**src/rtl/grain_keystream_ctrl.sv**
```systemverilog
// Sequencer for a Grain-style LFSR+NFSR keystream datapath: seed load, warm-up, then valid/ready streaming.
// Optional macro GRAIN_INIT_FB_EN drives init_fb high during warm-up; without it init_fb is tied low.
module grain_keystream_ctrl #(
  parameter int WARMUP_CYCLES = 48,
  parameter int WCNT_W        = 8,
  parameter int LEN_W         = 16
) (
  input  logic             Clk,
  input  logic             reset,
  input  logic             start,
  input  logic [LEN_W-1:0] num_bits,
  input  logic             z_in,
  input  logic             ks_ready,
  output logic             par_load,
  output logic             shift_en,
  output logic             init_fb,
  output logic             ks_valid,
  output logic             ks_bit,
  output logic             busy,
  output logic             done
);

  localparam logic [2:0] S_IDLE   = 3'd0;
  localparam logic [2:0] S_LOAD   = 3'd1;
  localparam logic [2:0] S_WARMUP = 3'd2;
  localparam logic [2:0] S_RUN    = 3'd3;
  localparam logic [2:0] S_DONE   = 3'd4;

  // Terminal warm-up count; unused when WARMUP_CYCLES is 0 because LOAD goes straight to RUN.
  localparam logic [WCNT_W-1:0] WARM_LAST =
    WCNT_W'((WARMUP_CYCLES > 0) ? WARMUP_CYCLES - 1 : 0);

  logic [2:0]        state_q, state_d;
  logic [WCNT_W-1:0] wcnt_q, wcnt_d;
  logic [LEN_W-1:0]  rem_q, rem_d;
  logic              handshake;

  assign handshake = (state_q == S_RUN) && ks_ready;

  // NOTE: every next-state signal gets a default first so no path leaves it unassigned (no latch).
  always_comb begin
    state_d = state_q;
    wcnt_d  = wcnt_q;
    rem_d   = rem_q;
    case (state_q)
      S_IDLE: begin
        if (start && (num_bits != '0)) begin
          rem_d   = num_bits;
          state_d = S_LOAD;
        end
      end
      S_LOAD: begin
        wcnt_d  = '0;
        state_d = (WARMUP_CYCLES == 0) ? S_RUN : S_WARMUP;
      end
      S_WARMUP: begin
        if (wcnt_q == WARM_LAST) begin
          wcnt_d  = '0;
          state_d = S_RUN;
        end else begin
          wcnt_d = wcnt_q + 1'b1;
        end
      end
      S_RUN: begin
        if (handshake) begin
          rem_d = rem_q - 1'b1;
          if (rem_q == LEN_W'(1)) state_d = S_DONE;
        end
      end
      S_DONE:  state_d = S_IDLE;
      default: state_d = S_IDLE;
    endcase
  end

  // NOTE: sequential state uses non-blocking assignments so all registers update together.
  always_ff @(posedge Clk) begin
    if (reset) begin
      state_q <= S_IDLE;
      wcnt_q  <= '0;
      rem_q   <= '0;
    end else begin
      state_q <= state_d;
      wcnt_q  <= wcnt_d;
      rem_q   <= rem_d;
    end
  end

  // Outputs decode the registered state; only shift_en in RUN looks at ks_ready.
  assign par_load = (state_q == S_LOAD);
  assign shift_en = (state_q == S_WARMUP) || handshake;
  assign ks_valid = (state_q == S_RUN);
  assign ks_bit   = ks_valid & z_in;
  assign busy     = (state_q != S_IDLE);
  assign done     = (state_q == S_DONE);

`ifdef GRAIN_INIT_FB_EN
  assign init_fb = (state_q == S_WARMUP);
`else
  assign init_fb = 1'b0;
`endif

endmodule

```
**config.mk**
```make
export PLATFORM = sky130hd
export DESIGN_NAME = grain_keystream_ctrl
export DESIGN_NICKNAME = d
export VERILOG_FILES = /design/src/rtl/grain_keystream_ctrl.sv
export SDC_FILE = /design/constraint.sdc
export NUM_CORES = 1
export LEC_CHECK = 0
export CORE_MARGIN = 2
export CORE_UTILIZATION = 42
export CTS_CLUSTER_SIZE = 40
export DETAILED_ROUTE_END_ITERATION = 12
export PLACE_DENSITY = 0.78
export SLEW_MARGIN = 20
export SYNTH_ARGS = -nofsm -noshare
export SYNTH_HDL_FRONTEND = slang
export SYNTH_SLANG_ARGS = --single-unit
```
**constraint.sdc**
```tcl
create_clock -name Clk -period 4.5 [get_ports Clk]
set_clock_uncertainty 0.05 [all_clocks]
set_input_delay 0.675 -clock Clk [delete_from_list [all_inputs] [get_ports Clk]]
set_output_delay 0.675 -clock Clk [all_outputs]
set_load 0.05 [all_outputs]
```
==> metrics.md, run 1 <==
| Metric | Value |
|---|---|
| GPL Wtd Cong | `about 0.84` |
| I/O Buffers | `26` |
| Core ar. | `0.003689 sq mm` |
| Slew of the pin with the lowest slew margin | `~0.7 ns` |
| Synth area leaders | `dfxtp_1 33%, a21oi_1 6.5%, nor2_1 5.3%` |
| Distinct cells, synth | `41` |
| CTS tree | `yes` |
| EDFF count, synth | `0` |
| Fin. Hold Viols | `0` |
| Post-Route WL | `3786 um` |
| Iteration-0 DRC Markers | `116` |
| CP max FO | `31` |
| Yosys reg bits | `27` |
| Synth warn | `0` |
| First-pass GRT wire length | `between 6000 and 7000 um` |
| DRC viols | `0` |
| Clk_lat worst skew | `roughly 0.27 ns` |
| Vias per std cell | `5.718` |
| Syn_nets | `240` |
| Utilization after layout | `52.99%` |
| CP cell instances | `nand3b_1 > buf_4 > inv_2 > nand2_1 > nand2_1 > clkdlybuf4s50_1` |
| RSZ-0062 raised after global routing | `false` |
| Max Freq | `325.8 MHz` |
| Pwr/cell area | `approximately 330 mW/mm^2` |
| Count leader, synth | `dfxtp_1` |
| Storage cell area | `540.5 sq um` |
| Number of buffers created by CTS | `3` |
| Top cell type's share of synthesized area | `between 30% and 40%` |
| Final cycle utilization of the critical path | `68.21%` |
| Vias in the first global route | `1454` |
| ANT nets after route | `0` |
| CTS resizes | `0` |
| Startpoint types | `flip-flop` |
| CP Capture Type | `primary output` |
| Slowest CP cell | `clkdlybuf4s50_1` |
| Reg2reg setup slack | `2.42 ns` |
| Gr usage total | `a little under a fifth` |
| Worst-case clock buffer depth | `2` |
| Fin Hold WS | `0.4278 ns` |
| Post-synthesis async set-or-reset flop share | `0%` |
| Final setup fails | `0` |
| Total power | `648.8 uW` |
| Relative slew slack | `between 50% and 60%` |
| Setup TNS | `0 ns` |
| Status | `finished clean` |
| Vert. Die Dim | `between 60 and 70 um` |
| Initial antenna violation count | `0` |
| Predominant post-synthesis flop cell | `dfxtp_1` |
| Vias | `1624` |
| Worst Path Arrival | `2.34 ns` |
| Die Wd | `66.23 um` |
| WP buf/inv | `3` |
| Syn avg cell area | `7.530 sq um` |
| Largest area contributor in the netlist | `dfxtp_1` |
| Post-synthesis cell area | `between 0.0015 and 0.002 sq mm` |
| Most frequent cells after synthesis | `27 x dfxtp_1, 23 x nor2_1, 21 x a21oi_1, 21 x nand2_1, 14 x o21ai_0` |
| Root buf cell | `clkbuf_8` |
| Leakage | `0.7206 nW` |
| # hold bufs at CTS | `0` |
| Area Growth Syn to Fin | `20.15%` |
| Routed len/inst | `13.33 um` |
| Total gr overflow | `0` |
| Clock tree sinks | `27` |
| Max_cap viols | `0` |
| CP dominant cell by count | `nand2_1` |
| N_diodes | `0` |
| CTS clock-pin slew for the worst setup and hold paths | `around 0.090 ns` |
| Slew Limit Fails | `0` |
| Filler cells | `368` |
| Tmin final | `3.069 ns` |
| Post-CTS setup buffers | `0` |
| Slowest stage delay, CP | `0.80 ns` |
| Die area | `0.004386 sq mm` |
| Sequential share of the synthesized area | `33.23%` |
| Layout Nets | `261` |
| CP top delay family | `buffers and inverters` |
| Worst endpoint required time | `3.77 ns` |
| Synthesized instance count | `around 220` |
| VDD IR max | `0.1262 mV` |
| # IOs | `28` |
| DRT Pass-1 Iters | `4` |
| Fraction of layout cells with a size suffix above 1 | `5.508%` |
| Largest net degree at the start of global routing | `32` |
| Initial core utilization | `44.10%` |
| HP Class | `reg -> reg` |
| Area occupied by multi-input gates | `0.001018 sq mm` |
| Post-DP HPWL | `2720 um` |
| H-tree depth | `1` |
| CP Class | `reg -> out` |
| Cell Rows | `22` |
-- logic make-up (layout without fill, tap and decap cells) --
group	after synthesis	in the layout	synth area share [%]
AOI/OAI and AO/OA	67	67	26.54
other	1	1	0.2305
adders and majority gates	3	3	2.308
xor gates and xnor gates	3	3	1.616
buffers and inverters	17	37	4.154
muxes	1	1	0.6154
DFF	27	27	33.23
and+or+nand+nor	97	97	31.31
-- path summary, 6_finish.rpt --
kind / from / to / cells past startpoint
setup / recovery: state_q[1] / shift_en / 6
setup reg to reg: rem_q[0] / rem_q[9] / 5
hold / removal: rem_q[15] / rem_q[15] / 2
hold reg to reg: rem_q[15] / rem_q[15] / 2
-- tightest hold or removal path: cells and delay by family (launching register included) --
family	cells	cell delay, ns
AOI/OAI and AO/OA	2	0.12
DFF	1	0.31
-- layout make-up --
cell class                      instances  share of cell area, %
Clock inverter                          1                 0.2561
Clock buffer                            3                  2.113
Sequential cell                        27                  27.66
Multi-Input combinational cell        172                  52.11
Inverter                                5                 0.9603
Timing Repair Buffer                   28                  13.83
Tap cell                               48                  3.073
-- flip-flops by register name, summed over array words and instances, names as in the netlist --
register / flops
rem_q: 16
state_q: 3
wcnt_q: 8
-- power breakdown --
group / switching [mW] / total, mW / internal, mW / leakage, nW
logic: 0.142 / 0.233 / 0.0908 / 0.475
registers: 0.0211 / 0.279 / 0.258 / 0.221
clock network: 0.0746 / 0.137 / 0.0621 / 0.0255
total: 0.238 / 0.649 / 0.411 / 0.721
-- routing by layer --
layer / GRT usage [%] / wire (um) / up-vias
met5: 0 / 0 / -
met4: 8.163 / 52 / 0
met3: 2.555 / 174 / 5
met2: 27.50 / 1659 / 43
met1: 27.42 / 1900 / 749
li1: - / - / 827
-- cell usage in the layout, fill, tap and decap left out, types with 3 or more instances in the layout --
| master | count |
|---|---|
| o21ai_0 | 14 |
| dfxtp_1 | 27 |
| a22oi_1 | 3 |
| ha_1 | 3 |
| a21oi_1 | 21 |
| a31oi_1 | 3 |
| xor2_1 | 3 |
| inv_1 | 4 |
| clkbuf_8 | 3 |
| a211oi_1 | 5 |
| nor4_1 | 5 |
| nor3_1 | 6 |
| nand2_1 | 21 |
| nand3b_1 | 3 |
| a311oi_1 | 5 |
| clkdlybuf4s50_1 | 25 |
| nor2_1 | 23 |
| nand2b_1 | 13 |
| and2_1 | 5 |
| a211o_1 | 4 |
| nand3_1 | 6 |
| and3_1 | 3 |
-- stage by stage --
stage | cells | area (sq um) | setup WS (ns)
2_1_floorplan | 216 | 1627 | 1.917
3_3_place_gp | 280 | 1913 | 1.649
3_5_place_dp | 280 | 1913 | 1.634
4_1_cts | 284 | 1959 | 1.443
5_1_grt | 284 | 1954 | 1.272
6_report | 284 | 1954 | 1.431
No activity file was read; power rests on OpenSTA's default activity.
==> inputs of run 2 (changes only) <==
Settings changed: PLACE_DENSITY 0.78 to 0.8.
Clock period 4.5 ns to 2.66 ns, I/O delays scaled along.
==> run 2 against run 1 <==
  * Clock power is 72% higher
  * Register-to-register slack worse by 1.9 ns
  * Sequential cell count stayed put
  * Largest cell class unchanged
  * Critical path depth down 4
  * Sequential share of layout area fell by 0.77 points
  * Power grew 73%
  * Design area is 2.9% higher
  * Count of clock-buffer cells in the layout grew 1
  * Sequential power up 69%
  * Critical endpoint is now par_load
==> metrics.md, run 2 (synthesized netlist as in run 1, its figures left out) <==
| Metric | Value |
|---|---|
| Reg2reg setup slack | `0.53 ns (was 2.42 ns)` |
| Biggest regs | `rem_q x16, wcnt_q x8, state_q x3 (unchanged)` |
| Vias per std cell | `5.780 (was 5.718)` |
| Internal power | `711.1 uW (was 411.0 uW)` |
| I/O Buffers | `26 (unchanged)` |
| Leakage | `0.7466 nW (was 0.7206 nW)` |
| Most frequent cells in the layout | `27 x dfxtp_1, 23 x nor2_1, 23 x clkdlybuf4s50_1 (was 27 x dfxtp_1, 25 x clkdlybuf4s50_1, 23 x nor2_1)` |
| CP endpoint | `par_load (was shift_en)` |
| H-tree depth | `1 (unchanged)` |
| Worst Path Arrival | `1.97 ns (was 2.34 ns)` |
| CTS resizes | `0 (unchanged)` |
| Worst-case clock buffer depth | `2 (unchanged)` |
| Gr usage total | `18.59% (was 18.86%)` |
| First-pass GRT wire length | `6423 um (was 6527 um)` |
| CP Class | `reg -> out (unchanged)` |
| Final setup fails | `0 (unchanged)` |
| Most flops, register | `rem_q (unchanged)` |
| Fin. Hold Viols | `0 (unchanged)` |
| Post-CTS setup buffers | `0 (unchanged)` |
| Max_cap viols | `0 (unchanged)` |
| RSZ-0062 raised after global routing | `false (unchanged)` |
| Core ar. | `0.003689 sq mm (unchanged)` |
| CP top delay family | `buffers and inverters (unchanged)` |
| CP Capture Type | `primary output (unchanged)` |
| Total gr overflow | `0 (unchanged)` |
| Die Wd | `66.23 um (unchanged)` |
| Die area | `0.004386 sq mm (unchanged)` |
| Routed len/inst | `13.51 um (was 13.33 um)` |
| R2r endpoint | `rem_q[13] (was rem_q[9])` |
| # hold bufs at CTS | `0 (unchanged)` |
| DRC viols | `0 (unchanged)` |
| CP cell instances | `nor3b_1 > clkdlybuf4s50_1 (was nand3b_1 > buf_4 > inv_2 > nand2_1 > nand2_1 > clkdlybuf4s50_1)` |
| Switching power | `409.9 uW (was 237.8 uW)` |
| Fraction of layout cells with a size suffix above 1 | `7.113% (was 5.508%)` |
| Clk_lat worst skew | `0.28 ns (was 0.27 ns)` |
| Max Freq | `~410 MHz` |
| Initial core utilization | `44.10% (unchanged)` |
| CP max FO | `6 (was 31)` |
| CTS clock-pin slew for the worst setup and hold paths | `0.09 ns (about the same)` |
| Number of buffers created by CTS | `3 (unchanged)` |
| Startpoint types | `flip-flop (unchanged)` |
| Pwr/cell area | `557.5 mW/mm^2 (was 332.0 mW/mm^2)` |
| # IOs | `28 (unchanged)` |
| Clock tree sinks | `27 (unchanged)` |
| HP Class | `reg -> reg (unchanged)` |
| Critical path depth | `2 (was 6)` |
| Slew of the pin with the lowest slew margin | `0.7597 ns (was 0.6891 ns)` |
| Relative slew slack | `48.88% (was 53.84%)` |
| CTS tree | `yes (unchanged)` |
| Worst endpoint required time | `2.21 ns (was 3.77 ns)` |
| Layout Nets | `264 (was 261)` |
| Vert. Die Dim | `66.23 um (unchanged)` |
| DRT Pass-1 Iters | `4 (unchanged)` |
| Initial antenna violation count | `0 (unchanged)` |
| Power share of the clock group | `21.0% (was 21.1%)` |
| Most common cell after layout, fill and taps aside | `dfxtp_1 (unchanged)` |
| GPL Wtd Cong | `0.8287 (was 0.8407)` |
| Status | `finished clean (unchanged)` |
| N_diodes | `0 (unchanged)` |
| Setup WS post-layout | `0.2435 ns (was 1.431 ns)` |
| Combinational Power Share | `36.8% (was 35.9%)` |
| Net Sw Frac | `36.57% (was 36.65%)` |
| Post-DP HPWL | `2782 um (was 2720 um)` |
| FF-to-FF path depth | `5 (unchanged)` |
| Setup TNS | `0 ns (unchanged)` |
| WP buf/inv | `1 (was 3)` |
| Slowest stage delay, CP | `0.88 ns (was 0.80 ns)` |
| Total power | `1.121 mW (was 648.8 uW)` |
| Cells after DPL | `283 (was 280)` |
| Slowest CP cell | `clkdlybuf4s50_1 (unchanged)` |
| Slew Limit Fails | `0 (unchanged)` |
| Final cycle utilization of the critical path | `between 90% and 100%` |
| Post-Route WL | `3877 um (was 3786 um)` |
| DP Worst Slack | `0.2581 ns (was 1.634 ns)` |
| Launch point of the worst reg-to-reg path | `rem_q[6] (was rem_q[0])` |
| Largest net degree at the start of global routing | `31 (was 32)` |
| Tmin final | `approximately 2.4 ns` |
| Cell Rows | `22 (unchanged)` |
| Root buf cell | `clkbuf_8 (unchanged)` |
| VDD IR max | `0.2034 mV (was 0.1262 mV)` |
| Max reg flops | `16 (unchanged)` |
| Filler cells | `370 (was 368)` |
| Critical path startpoint | `state_q[0] (was state_q[1])` |
| ANT nets after route | `0 (unchanged)` |
| Iteration-0 DRC Markers | `134 (was 116)` |
| Area Growth Syn to Fin | `23.62% (was 20.15%)` |
| Layout Cells excl Fill | `287 (was 284)` |
| Part of the power in registers | `42.1% (was 43.0%)` |
| Vias in the first global route | `1390 (was 1454)` |
| Vias | `1659 (was 1624)` |
[run 2: cell count changes in the layout (fill, tap and decap cells not counted), sizes merged]
cell           change
buf                +5
clkbuf             +1
clkdlybuf4s50      -2
clkinv             -1
[run 2: per-stage QoR]
| step | hold WS, ns | instance area, sq um | utilization (%) |
|---|---|---|---|
| after floorplan | 0.3982 | 1627 | - |
| after detailed placement | 0.4242 | 1966 | 53.29 |
| after CTS | 0.4380 | 2011 | 54.51 |
| final | 0.4349 | 2011 | 54.51 |
| after global routing | 0.4661 | 2011 | 54.51 |
| after global placement | 0.4054 | 1966 | 53.29 |
[run 2: final cells by class]
class	count	area [sq um]	share of cell area (%)
Multi-Input combinational cell	172	1018	50.65
Clock buffer	4	45.04	2.240
Inverter	5	18.77	0.9334
Timing Repair Buffer	31	327.8	16.30
Tap cell	48	60.06	2.987
Sequential cell	27	540.5	26.88
[run 2: worst min path at each step]
stage | startpoint | end | cells after the start
after global placement | rem_q[15] | rem_q[15] | 2
final | rem_q[15] | rem_q[15] | 2
after floorplan | rem_q[15] | rem_q[15] | 2
after global routing | rem_q[15] | rem_q[15] | 2
after detailed placement | rem_q[14] | rem_q[14] | 2
after CTS | rem_q[14] | rem_q[14] | 2
[run 2: routing by layer]
metal	track usage [%]	vias to the layer above	share of wire (%)
met2	26.00	40	43
met3	2.896	5	4.5
met1	28.14	776	51
met5	0	-	0
met4	6.888	0	1.6
li1	-	838	-
[run 2: power by group through the flow]
stage / Sequential, mW / Clock (mW) / Combinational [mW]
after floorplan: 0.473 / 0 / 0.283
after global placement: 0.480 / 0 / 0.400
after detailed placement: 0.481 / 0 / 0.405
after CTS: 0.472 / 0.244 / 0.409
after global routing: 0.478 / 0.263 / 0.449
final: 0.472 / 0.236 / 0.413
[run 2: worst register-to-register path: stages, from the launching register on]
cell     delay (ns)
dfxtp_1        0.37
nor4_1         0.70
nand2_1        0.24
or3_1          0.40
a21oi_1        0.17
o21ai_0        0.10
